**src/rtl/msrv32_load_store_unit_if.sv**
```systemverilog
`default_nettype none
// ============================================================================
// Module   : msrv32_load_store_unit_if
// Brief    : Issue, data-memory and writeback signals of the load/store unit.
// Revision : 1.0
// ============================================================================
interface msrv32_load_store_unit_if;
    logic        req_valid_in;
    logic        req_ready_out;
    logic        req_is_store_in;
    logic [2:0]  funct3_in;
    logic [31:0] addr_in;
    logic [31:0] store_data_in;
    logic [4:0]  rd_addr_in;
    logic        dmem_req_out;
    logic        dmem_we_out;
    logic [31:0] dmem_addr_out;
    logic [31:0] dmem_wdata_out;
    logic [3:0]  dmem_wmask_out;
    logic        dmem_ack_in;
    logic [31:0] dmem_rdata_in;
    logic [4:0]  wb_rd_addr_out;
    logic        wb_wr_en_out;
    logic [31:0] wb_rd_out;
    logic        stall_out;
    logic        misaligned_out;

    // Environment side: issue logic, data memory and integer register file.
    modport master (
        output req_valid_in, req_is_store_in, funct3_in, addr_in, store_data_in, rd_addr_in,
        output dmem_ack_in, dmem_rdata_in,
        input  req_ready_out, dmem_req_out, dmem_we_out, dmem_addr_out, dmem_wdata_out,
        input  dmem_wmask_out, wb_rd_addr_out, wb_wr_en_out, wb_rd_out, stall_out, misaligned_out
    );

    // Load/store unit side.
    modport slave (
        input  req_valid_in, req_is_store_in, funct3_in, addr_in, store_data_in, rd_addr_in,
        input  dmem_ack_in, dmem_rdata_in,
        output req_ready_out, dmem_req_out, dmem_we_out, dmem_addr_out, dmem_wdata_out,
        output dmem_wmask_out, wb_rd_addr_out, wb_wr_en_out, wb_rd_out, stall_out, misaligned_out
    );
endinterface
`default_nettype wire

```
**src/rtl/msrv32_load_store_unit.sv**
```systemverilog
`default_nettype none
// ============================================================================
// Module   : msrv32_load_store_unit
// Brief    : Stage-3 multi-cycle load/store unit with req/ack data-memory
//            handshake and single-cycle integer-file writeback.
//            Optional misalignment trap: MSRV32_LSU_MISALIGN_TRAP_EN.
// Revision : 1.0
// ============================================================================
module msrv32_load_store_unit (
    input  wire                        ms_riscv32_mp_clk_in,
    input  wire                        ms_riscv32_mp_rst_in,
    msrv32_load_store_unit_if.slave    bus
);

    typedef enum logic [1:0] {
        ST_IDLE = 2'd0,
        ST_BUSY = 2'd1,
        ST_WB   = 2'd2
`ifdef MSRV32_LSU_MISALIGN_TRAP_EN
        ,
        ST_TRAP = 2'd3
`endif
    } state_t;

    state_t      r_state;
    state_t      w_next;

    logic        r_is_store;
    logic [2:0]  r_funct3;
    logic [1:0]  r_addr_lo;
    logic [31:0] r_dmem_addr;
    logic [31:0] r_wdata;
    logic [3:0]  r_wmask;
    logic [4:0]  r_rd;
    logic [31:0] r_wb_data;

    logic        w_accept;
    logic [31:0] w_st_wdata;
    logic [3:0]  w_st_wmask;
    logic [7:0]  w_ld_byte;
    logic [15:0] w_ld_half;
    logic [31:0] w_ld_data;
    logic        w_misaligned;

    assign w_accept = (r_state == ST_IDLE) && bus.req_valid_in;

    // Lane-replicated store data and strobes; loads present no strobes.
    always_comb begin
        w_st_wdata = 32'd0;
        w_st_wmask = 4'd0;
        if (bus.req_is_store_in) begin
            case (bus.funct3_in)
                3'b000: begin
                    w_st_wdata = {4{bus.store_data_in[7:0]}};
                    w_st_wmask = 4'b0001 << bus.addr_in[1:0];
                end
                3'b001: begin
                    w_st_wdata = {2{bus.store_data_in[15:0]}};
                    w_st_wmask = 4'b0011 << {bus.addr_in[1], 1'b0};
                end
                default: begin
                    w_st_wdata = bus.store_data_in;
                    w_st_wmask = 4'b1111;
                end
            endcase
        end
    end

`ifdef MSRV32_LSU_MISALIGN_TRAP_EN
    // Loads use funct3[1:0] as the width code; stores treat anything but SB/SH as SW.
    always_comb begin
        w_misaligned = 1'b0;
        if (bus.req_is_store_in) begin
            case (bus.funct3_in)
                3'b000:  w_misaligned = 1'b0;
                3'b001:  w_misaligned = bus.addr_in[0];
                default: w_misaligned = |bus.addr_in[1:0];
            endcase
        end else begin
            case (bus.funct3_in[1:0])
                2'b00:   w_misaligned = 1'b0;
                2'b01:   w_misaligned = bus.addr_in[0];
                default: w_misaligned = |bus.addr_in[1:0];
            endcase
        end
    end
`else
    assign w_misaligned = 1'b0;
`endif

    always_comb begin
        case (r_addr_lo)
            2'd0:    w_ld_byte = bus.dmem_rdata_in[7:0];
            2'd1:    w_ld_byte = bus.dmem_rdata_in[15:8];
            2'd2:    w_ld_byte = bus.dmem_rdata_in[23:16];
            default: w_ld_byte = bus.dmem_rdata_in[31:24];
        endcase
        w_ld_half = r_addr_lo[1] ? bus.dmem_rdata_in[31:16] : bus.dmem_rdata_in[15:0];
        case (r_funct3)
            3'b000:  w_ld_data = {{24{w_ld_byte[7]}}, w_ld_byte};
            3'b001:  w_ld_data = {{16{w_ld_half[15]}}, w_ld_half};
            3'b100:  w_ld_data = {24'd0, w_ld_byte};
            3'b101:  w_ld_data = {16'd0, w_ld_half};
            default: w_ld_data = bus.dmem_rdata_in;
        endcase
    end

    always_ff @(posedge ms_riscv32_mp_clk_in or posedge ms_riscv32_mp_rst_in) begin
        if (ms_riscv32_mp_rst_in) begin
            r_state <= ST_IDLE;
        end else begin
            r_state <= w_next;
        end
    end

    always_comb begin
        w_next = r_state;
        case (r_state)
            ST_IDLE: begin
                if (bus.req_valid_in) begin
                    w_next = w_misaligned ?
`ifdef MSRV32_LSU_MISALIGN_TRAP_EN
                        ST_TRAP
`else
                        ST_BUSY
`endif
                        : ST_BUSY;
                end
            end
            ST_BUSY: begin
                if (bus.dmem_ack_in) begin
                    w_next = r_is_store ? ST_IDLE : ST_WB;
                end
            end
            ST_WB:   w_next = ST_IDLE;
            default: w_next = ST_IDLE;
        endcase
    end

    always_ff @(posedge ms_riscv32_mp_clk_in or posedge ms_riscv32_mp_rst_in) begin
        if (ms_riscv32_mp_rst_in) begin
            r_is_store  <= 1'b0;
            r_funct3    <= 3'd0;
            r_addr_lo   <= 2'd0;
            r_dmem_addr <= 32'd0;
            r_wdata     <= 32'd0;
            r_wmask     <= 4'd0;
            r_rd        <= 5'd0;
            r_wb_data   <= 32'd0;
        end else begin
            if (w_accept) begin
                r_is_store  <= bus.req_is_store_in;
                r_funct3    <= bus.funct3_in;
                r_addr_lo   <= bus.addr_in[1:0];
                r_dmem_addr <= {bus.addr_in[31:2], 2'b00};
                r_wdata     <= w_st_wdata;
                r_wmask     <= w_st_wmask;
                r_rd        <= bus.rd_addr_in;
            end
            if ((r_state == ST_BUSY) && bus.dmem_ack_in && !r_is_store) begin
                r_wb_data <= w_ld_data;
            end
        end
    end

    // Handshake strobes decode from state so reset drops them asynchronously.
    assign bus.req_ready_out  = (r_state == ST_IDLE);
    assign bus.dmem_req_out   = (r_state == ST_BUSY);
    assign bus.stall_out      = (r_state != ST_IDLE);
    assign bus.dmem_we_out    = r_is_store;
    assign bus.dmem_addr_out  = r_dmem_addr;
    assign bus.dmem_wdata_out = r_wdata;
    assign bus.dmem_wmask_out = r_wmask;
    assign bus.wb_rd_addr_out = r_rd;
    assign bus.wb_wr_en_out   = (r_state == ST_WB) && (r_rd != 5'd0);
    assign bus.wb_rd_out      = r_wb_data;
`ifdef MSRV32_LSU_MISALIGN_TRAP_EN
    assign bus.misaligned_out = (r_state == ST_TRAP);
`else
    assign bus.misaligned_out = 1'b0;
`endif

endmodule
`default_nettype wire

```
**src/flat_wrapper.sv**
```systemverilog
// flat-port wrapper written by rule: the top's interface ports become plain ports
module msrv32_load_store_unit_flat 
  (ms_riscv32_mp_clk_in, ms_riscv32_mp_rst_in, bus_req_valid_in, bus_req_is_store_in, bus_funct3_in, bus_addr_in, bus_store_data_in, bus_rd_addr_in, bus_dmem_ack_in, bus_dmem_rdata_in, bus_req_ready_out, bus_dmem_req_out, bus_dmem_we_out, bus_dmem_addr_out, bus_dmem_wdata_out, bus_dmem_wmask_out, bus_wb_rd_addr_out, bus_wb_wr_en_out, bus_wb_rd_out, bus_stall_out, bus_misaligned_out);
  msrv32_load_store_unit_if bus_i ();
  input  wire ms_riscv32_mp_clk_in;
  input  wire ms_riscv32_mp_rst_in;
  input wire logic [$bits(bus_i.req_valid_in)-1:0] bus_req_valid_in;
  input wire logic [$bits(bus_i.req_is_store_in)-1:0] bus_req_is_store_in;
  input wire logic [$bits(bus_i.funct3_in)-1:0] bus_funct3_in;
  input wire logic [$bits(bus_i.addr_in)-1:0] bus_addr_in;
  input wire logic [$bits(bus_i.store_data_in)-1:0] bus_store_data_in;
  input wire logic [$bits(bus_i.rd_addr_in)-1:0] bus_rd_addr_in;
  input wire logic [$bits(bus_i.dmem_ack_in)-1:0] bus_dmem_ack_in;
  input wire logic [$bits(bus_i.dmem_rdata_in)-1:0] bus_dmem_rdata_in;
  output wire logic [$bits(bus_i.req_ready_out)-1:0] bus_req_ready_out;
  output wire logic [$bits(bus_i.dmem_req_out)-1:0] bus_dmem_req_out;
  output wire logic [$bits(bus_i.dmem_we_out)-1:0] bus_dmem_we_out;
  output wire logic [$bits(bus_i.dmem_addr_out)-1:0] bus_dmem_addr_out;
  output wire logic [$bits(bus_i.dmem_wdata_out)-1:0] bus_dmem_wdata_out;
  output wire logic [$bits(bus_i.dmem_wmask_out)-1:0] bus_dmem_wmask_out;
  output wire logic [$bits(bus_i.wb_rd_addr_out)-1:0] bus_wb_rd_addr_out;
  output wire logic [$bits(bus_i.wb_wr_en_out)-1:0] bus_wb_wr_en_out;
  output wire logic [$bits(bus_i.wb_rd_out)-1:0] bus_wb_rd_out;
  output wire logic [$bits(bus_i.stall_out)-1:0] bus_stall_out;
  output wire logic [$bits(bus_i.misaligned_out)-1:0] bus_misaligned_out;
  assign bus_i.req_valid_in = bus_req_valid_in;
  assign bus_i.req_is_store_in = bus_req_is_store_in;
  assign bus_i.funct3_in = bus_funct3_in;
  assign bus_i.addr_in = bus_addr_in;
  assign bus_i.store_data_in = bus_store_data_in;
  assign bus_i.rd_addr_in = bus_rd_addr_in;
  assign bus_i.dmem_ack_in = bus_dmem_ack_in;
  assign bus_i.dmem_rdata_in = bus_dmem_rdata_in;
  assign bus_req_ready_out = bus_i.req_ready_out;
  assign bus_dmem_req_out = bus_i.dmem_req_out;
  assign bus_dmem_we_out = bus_i.dmem_we_out;
  assign bus_dmem_addr_out = bus_i.dmem_addr_out;
  assign bus_dmem_wdata_out = bus_i.dmem_wdata_out;
  assign bus_dmem_wmask_out = bus_i.dmem_wmask_out;
  assign bus_wb_rd_addr_out = bus_i.wb_rd_addr_out;
  assign bus_wb_wr_en_out = bus_i.wb_wr_en_out;
  assign bus_wb_rd_out = bus_i.wb_rd_out;
  assign bus_stall_out = bus_i.stall_out;
  assign bus_misaligned_out = bus_i.misaligned_out;
  msrv32_load_store_unit u_core (.ms_riscv32_mp_clk_in(ms_riscv32_mp_clk_in), .ms_riscv32_mp_rst_in(ms_riscv32_mp_rst_in), .bus(bus_i));
endmodule
```
**config.mk**
```make
export PLATFORM = sky130hd
export DESIGN_NAME = msrv32_load_store_unit_flat
export DESIGN_NICKNAME = d
export VERILOG_FILES = /design/src/rtl/msrv32_load_store_unit_if.sv /design/src/rtl/msrv32_load_store_unit.sv /design/src/flat_wrapper.sv
export SDC_FILE = /design/constraint.sdc
export NUM_CORES = 1
export LEC_CHECK = 0
export CORE_ASPECT_RATIO = 1.25
export CORE_MARGIN = 2
export CORE_UTILIZATION = 38
export DETAILED_ROUTE_END_ITERATION = 16
export GPL_ROUTABILITY_DRIVEN = 0
export PLACE_DENSITY = 0.73
export SLEW_MARGIN = 5
export SYNTH_ARGS = -nofsm -noshare
export SYNTH_HDL_FRONTEND = slang
export SYNTH_SLANG_ARGS = --single-unit
```
**constraint.sdc**
```tcl
create_clock -name ms_riscv32_mp_clk_in -period 3.3 [get_ports ms_riscv32_mp_clk_in]
set_input_delay 0.66 -clock ms_riscv32_mp_clk_in [delete_from_list [all_inputs] [get_ports ms_riscv32_mp_clk_in]]
set_output_delay 0.66 -clock ms_riscv32_mp_clk_in [all_outputs]
set_load 0.01 [all_outputs]
```
==> metrics.txt <==
DR iter-0 viols 225; IO Port Bufs 216; Root Buffer clkbuf_16; Setup crit end kind output pin; Placed Cells 839; Die Y 133 um; count of state elements after synthesis 111; core area 13200 sq um; Final setup violation count 0; arrival time worst endpoint 1.89 ns; grt ovf 0; Final Hold Viols 0; critical path's slowest cell or4_1; most frequent cell after synthesis dfrtp_1; Layout area overhead 49.9%; mux cell area share after synthesis 13.9%; largest family of logic cells by synthesized area simple AND/OR/NAND/NOR gates; CTS tree yes; crit-path cells or4_1 -> nor2_1 -> nor3b_1 -> clkdlybuf4s50_1; Reg clk slew, reported paths 0.08 ns; sequential cell area 2780 sq um; worst min-delay path category flip-flop to flip-flop; final period utilization 77.2%; initial antenna violation count 0; fmax 392 MHz; CP max FO 3; Syn Area/Cell 10.6 sq um; slowest stage delay, CP 0.51 ns; fin. max-slew vios 0; RSZ-0062 raised after global routing no; Die X 108 um; Post-Synth Simple-Gate Area 15.4%; Post-Synth XOR/XNOR Area 0%; Post-CTS Hold Fix Bufs 0; Synth Area in Adders 0%; # rows 47; status finished, final reports clean; worst path buffer plus inverter count 1; CTS sink cnt 111; Main synth FF type dfrtp_1; placed cell area 7360 sq um; area leader, netlist dfrtp_1; total negative slack 0 ns; final worst path period need 2.55 ns; post-DP HPWL 11000 um; Req. time, crit path 2.64 ns; peak supply drop 372 uV; Final Non-Filler Cells 855; number of global-route vias before repair 4451; sequential share of the synthesized area 54.6%; Worst-Margin Slew 0.804 ns; EDFF count, synth 0; die area 14300 sq um; global-route wire length before repair 23000 um; Area contributors post-synth dfrtp_1, mux2_2, nand2_1; fillcell total 1172; Synth Instances 479; Vias/cell 5.10; CP startpoint kind flip-flop; antenna-violating nets left 0; static leakage 3.23 nW; Initial DRT Pass Iterations 5; Clock Skew 0.00900 ns; list of most frequent post-synthesis cells dfrtp_1, nand2_1, mux2_2; Synth Area in Compound Gates 11.3%; final wirelength 14400 um; synthesized area 5090 sq um; post-CTS sizing 0; Total Routing Usage GR 20.4%; delay-heaviest family, CP simple AND/OR/NAND/NOR gates; Initial Util 38.6%; Bufs on Longest Clock Path 2; distinct cell type count after synthesis 39; nets 788; Worst slew margin 46.3%; Clk Latency, worst-skew pair 0.34 ns; cts bufs inserted 9; DRC 0; layout cell share with drive strength beyond 1 11.5%; Vias 4357; pwr dens 845 nW/um^2; total setup buffers inserted after CTS 0; Yosys Warn Count 0; Yosys top cell area share 54.6%; largest net degree at the start of global routing 61; Design Area, Final 7630 sq um; utilization after layout 57.9%; wire per inst 16.8 um; Crit Path Category flip-flop to output pin; n_diodes 0; multi-input logic area 2090 sq um; # IOs 220; Async SR Flop Fraction 100%; CTS H-tree lvls 3; Max Cap Viol 0
[cell usage in the layout, fill, tap and decap left out, types with 16 or more instances in the layout]
cell             instances
mux2_2                  47
nand2_1                 75
o31ai_1                 16
nand3_1                 33
clkdlybuf4s50_1        216
dfrtp_1                111
a21oi_1                 18
mux2i_1                 18
nor2_1                  23
o21ai_0                 43
[logic make-up (layout without fill, tap and decap cells)]
| group | Yosys count | in the layout |
|---|---|---|
| muxes | 65 | 65 |
| DFF | 111 | 111 |
| and+or+nand+nor | 165 | 165 |
| buffers and inverters | 42 | 245 |
| other | 1 | 3 |
| AOI/OAI and AO/OA | 95 | 95 |
[sequential cells by signal (all words and copies together) (netlist names)]
name / flops
u_core.bus.wb_rd_out: 32
u_core.bus.dmem_wdata_out: 32
u_core.bus.dmem_we_out: 1
u_core.r_state: 2
u_core.bus.wb_rd_addr_out: 5
u_core.r_addr_lo: 2
u_core.bus.dmem_wmask_out: 4
u_core.bus.dmem_addr_out: 30
u_core.r_funct3: 3
[cell type report]
cell class	instances	share of cell area, %
Sequential cell	111	36.4
Timing Repair Buffer	222	29.4
Multi-Input combinational cell	328	27.4
Clock buffer	11	3.05
Tap cell	171	2.80
Clock inverter	5	0.541
Inverter	7	0.426
[per-stage QoR]
stage / hold WS, ns / setup slack (ns) / total power, mW
global route: 0.504 / 0.639 / 6.88
finish: 0.487 / 0.751 / 6.45
CTS: 0.486 / 0.719 / 6.53
floorplan: 0.503 / 1.30 / 3.82
detailed placement: 0.470 / 0.891 / 5.49
global placement: 0.460 / 0.955 / 5.39
[power breakdown]
group	switching, mW	leakage, nW	internal, mW
Combinational	1.32	1.74	1.71
Sequential	0.413	1.37	1.98
Clock	0.501	0.127	0.521
[worst paths after layout]
path,startpoint,end,slack [ns],cells past startpoint
max,u_core.bus.wb_rd_addr_out[1],bus_wb_wr_en_out,0.75,4
min,u_core.bus.dmem_wdata_out[27],u_core.bus.dmem_wdata_out[27],0.49,2
max reg2reg,u_core.r_addr_lo[1],u_core.bus.wb_rd_out[9],1.31,4
min reg2reg,u_core.bus.dmem_wdata_out[27],u_core.bus.dmem_wdata_out[27],0.49,2
max in group asynchronous,ms_riscv32_mp_rst_in,u_core.bus.dmem_wdata_out[23],1.81,3
min in group asynchronous,ms_riscv32_mp_rst_in,u_core.bus.wb_rd_out[22],0.80,2
[worst min-delay path, delay by kind of cell (launching register included)]
kind,cells,cell delay [ns]
AOI/OAI and AO/OA,1,0.06
DFF,1,0.34
and+or+nand+nor,1,0.06
[per-layer routing]
layer	GRT usage, %	wire (um)	vias up
li1	-	-	2048
met5	0	0	-
met4	6.91	357	0
met1	24.7	5480	2097
met3	5.23	1200	26
met2	34.9	7370	186
No activity file was read; power rests on OpenSTA's default activity.
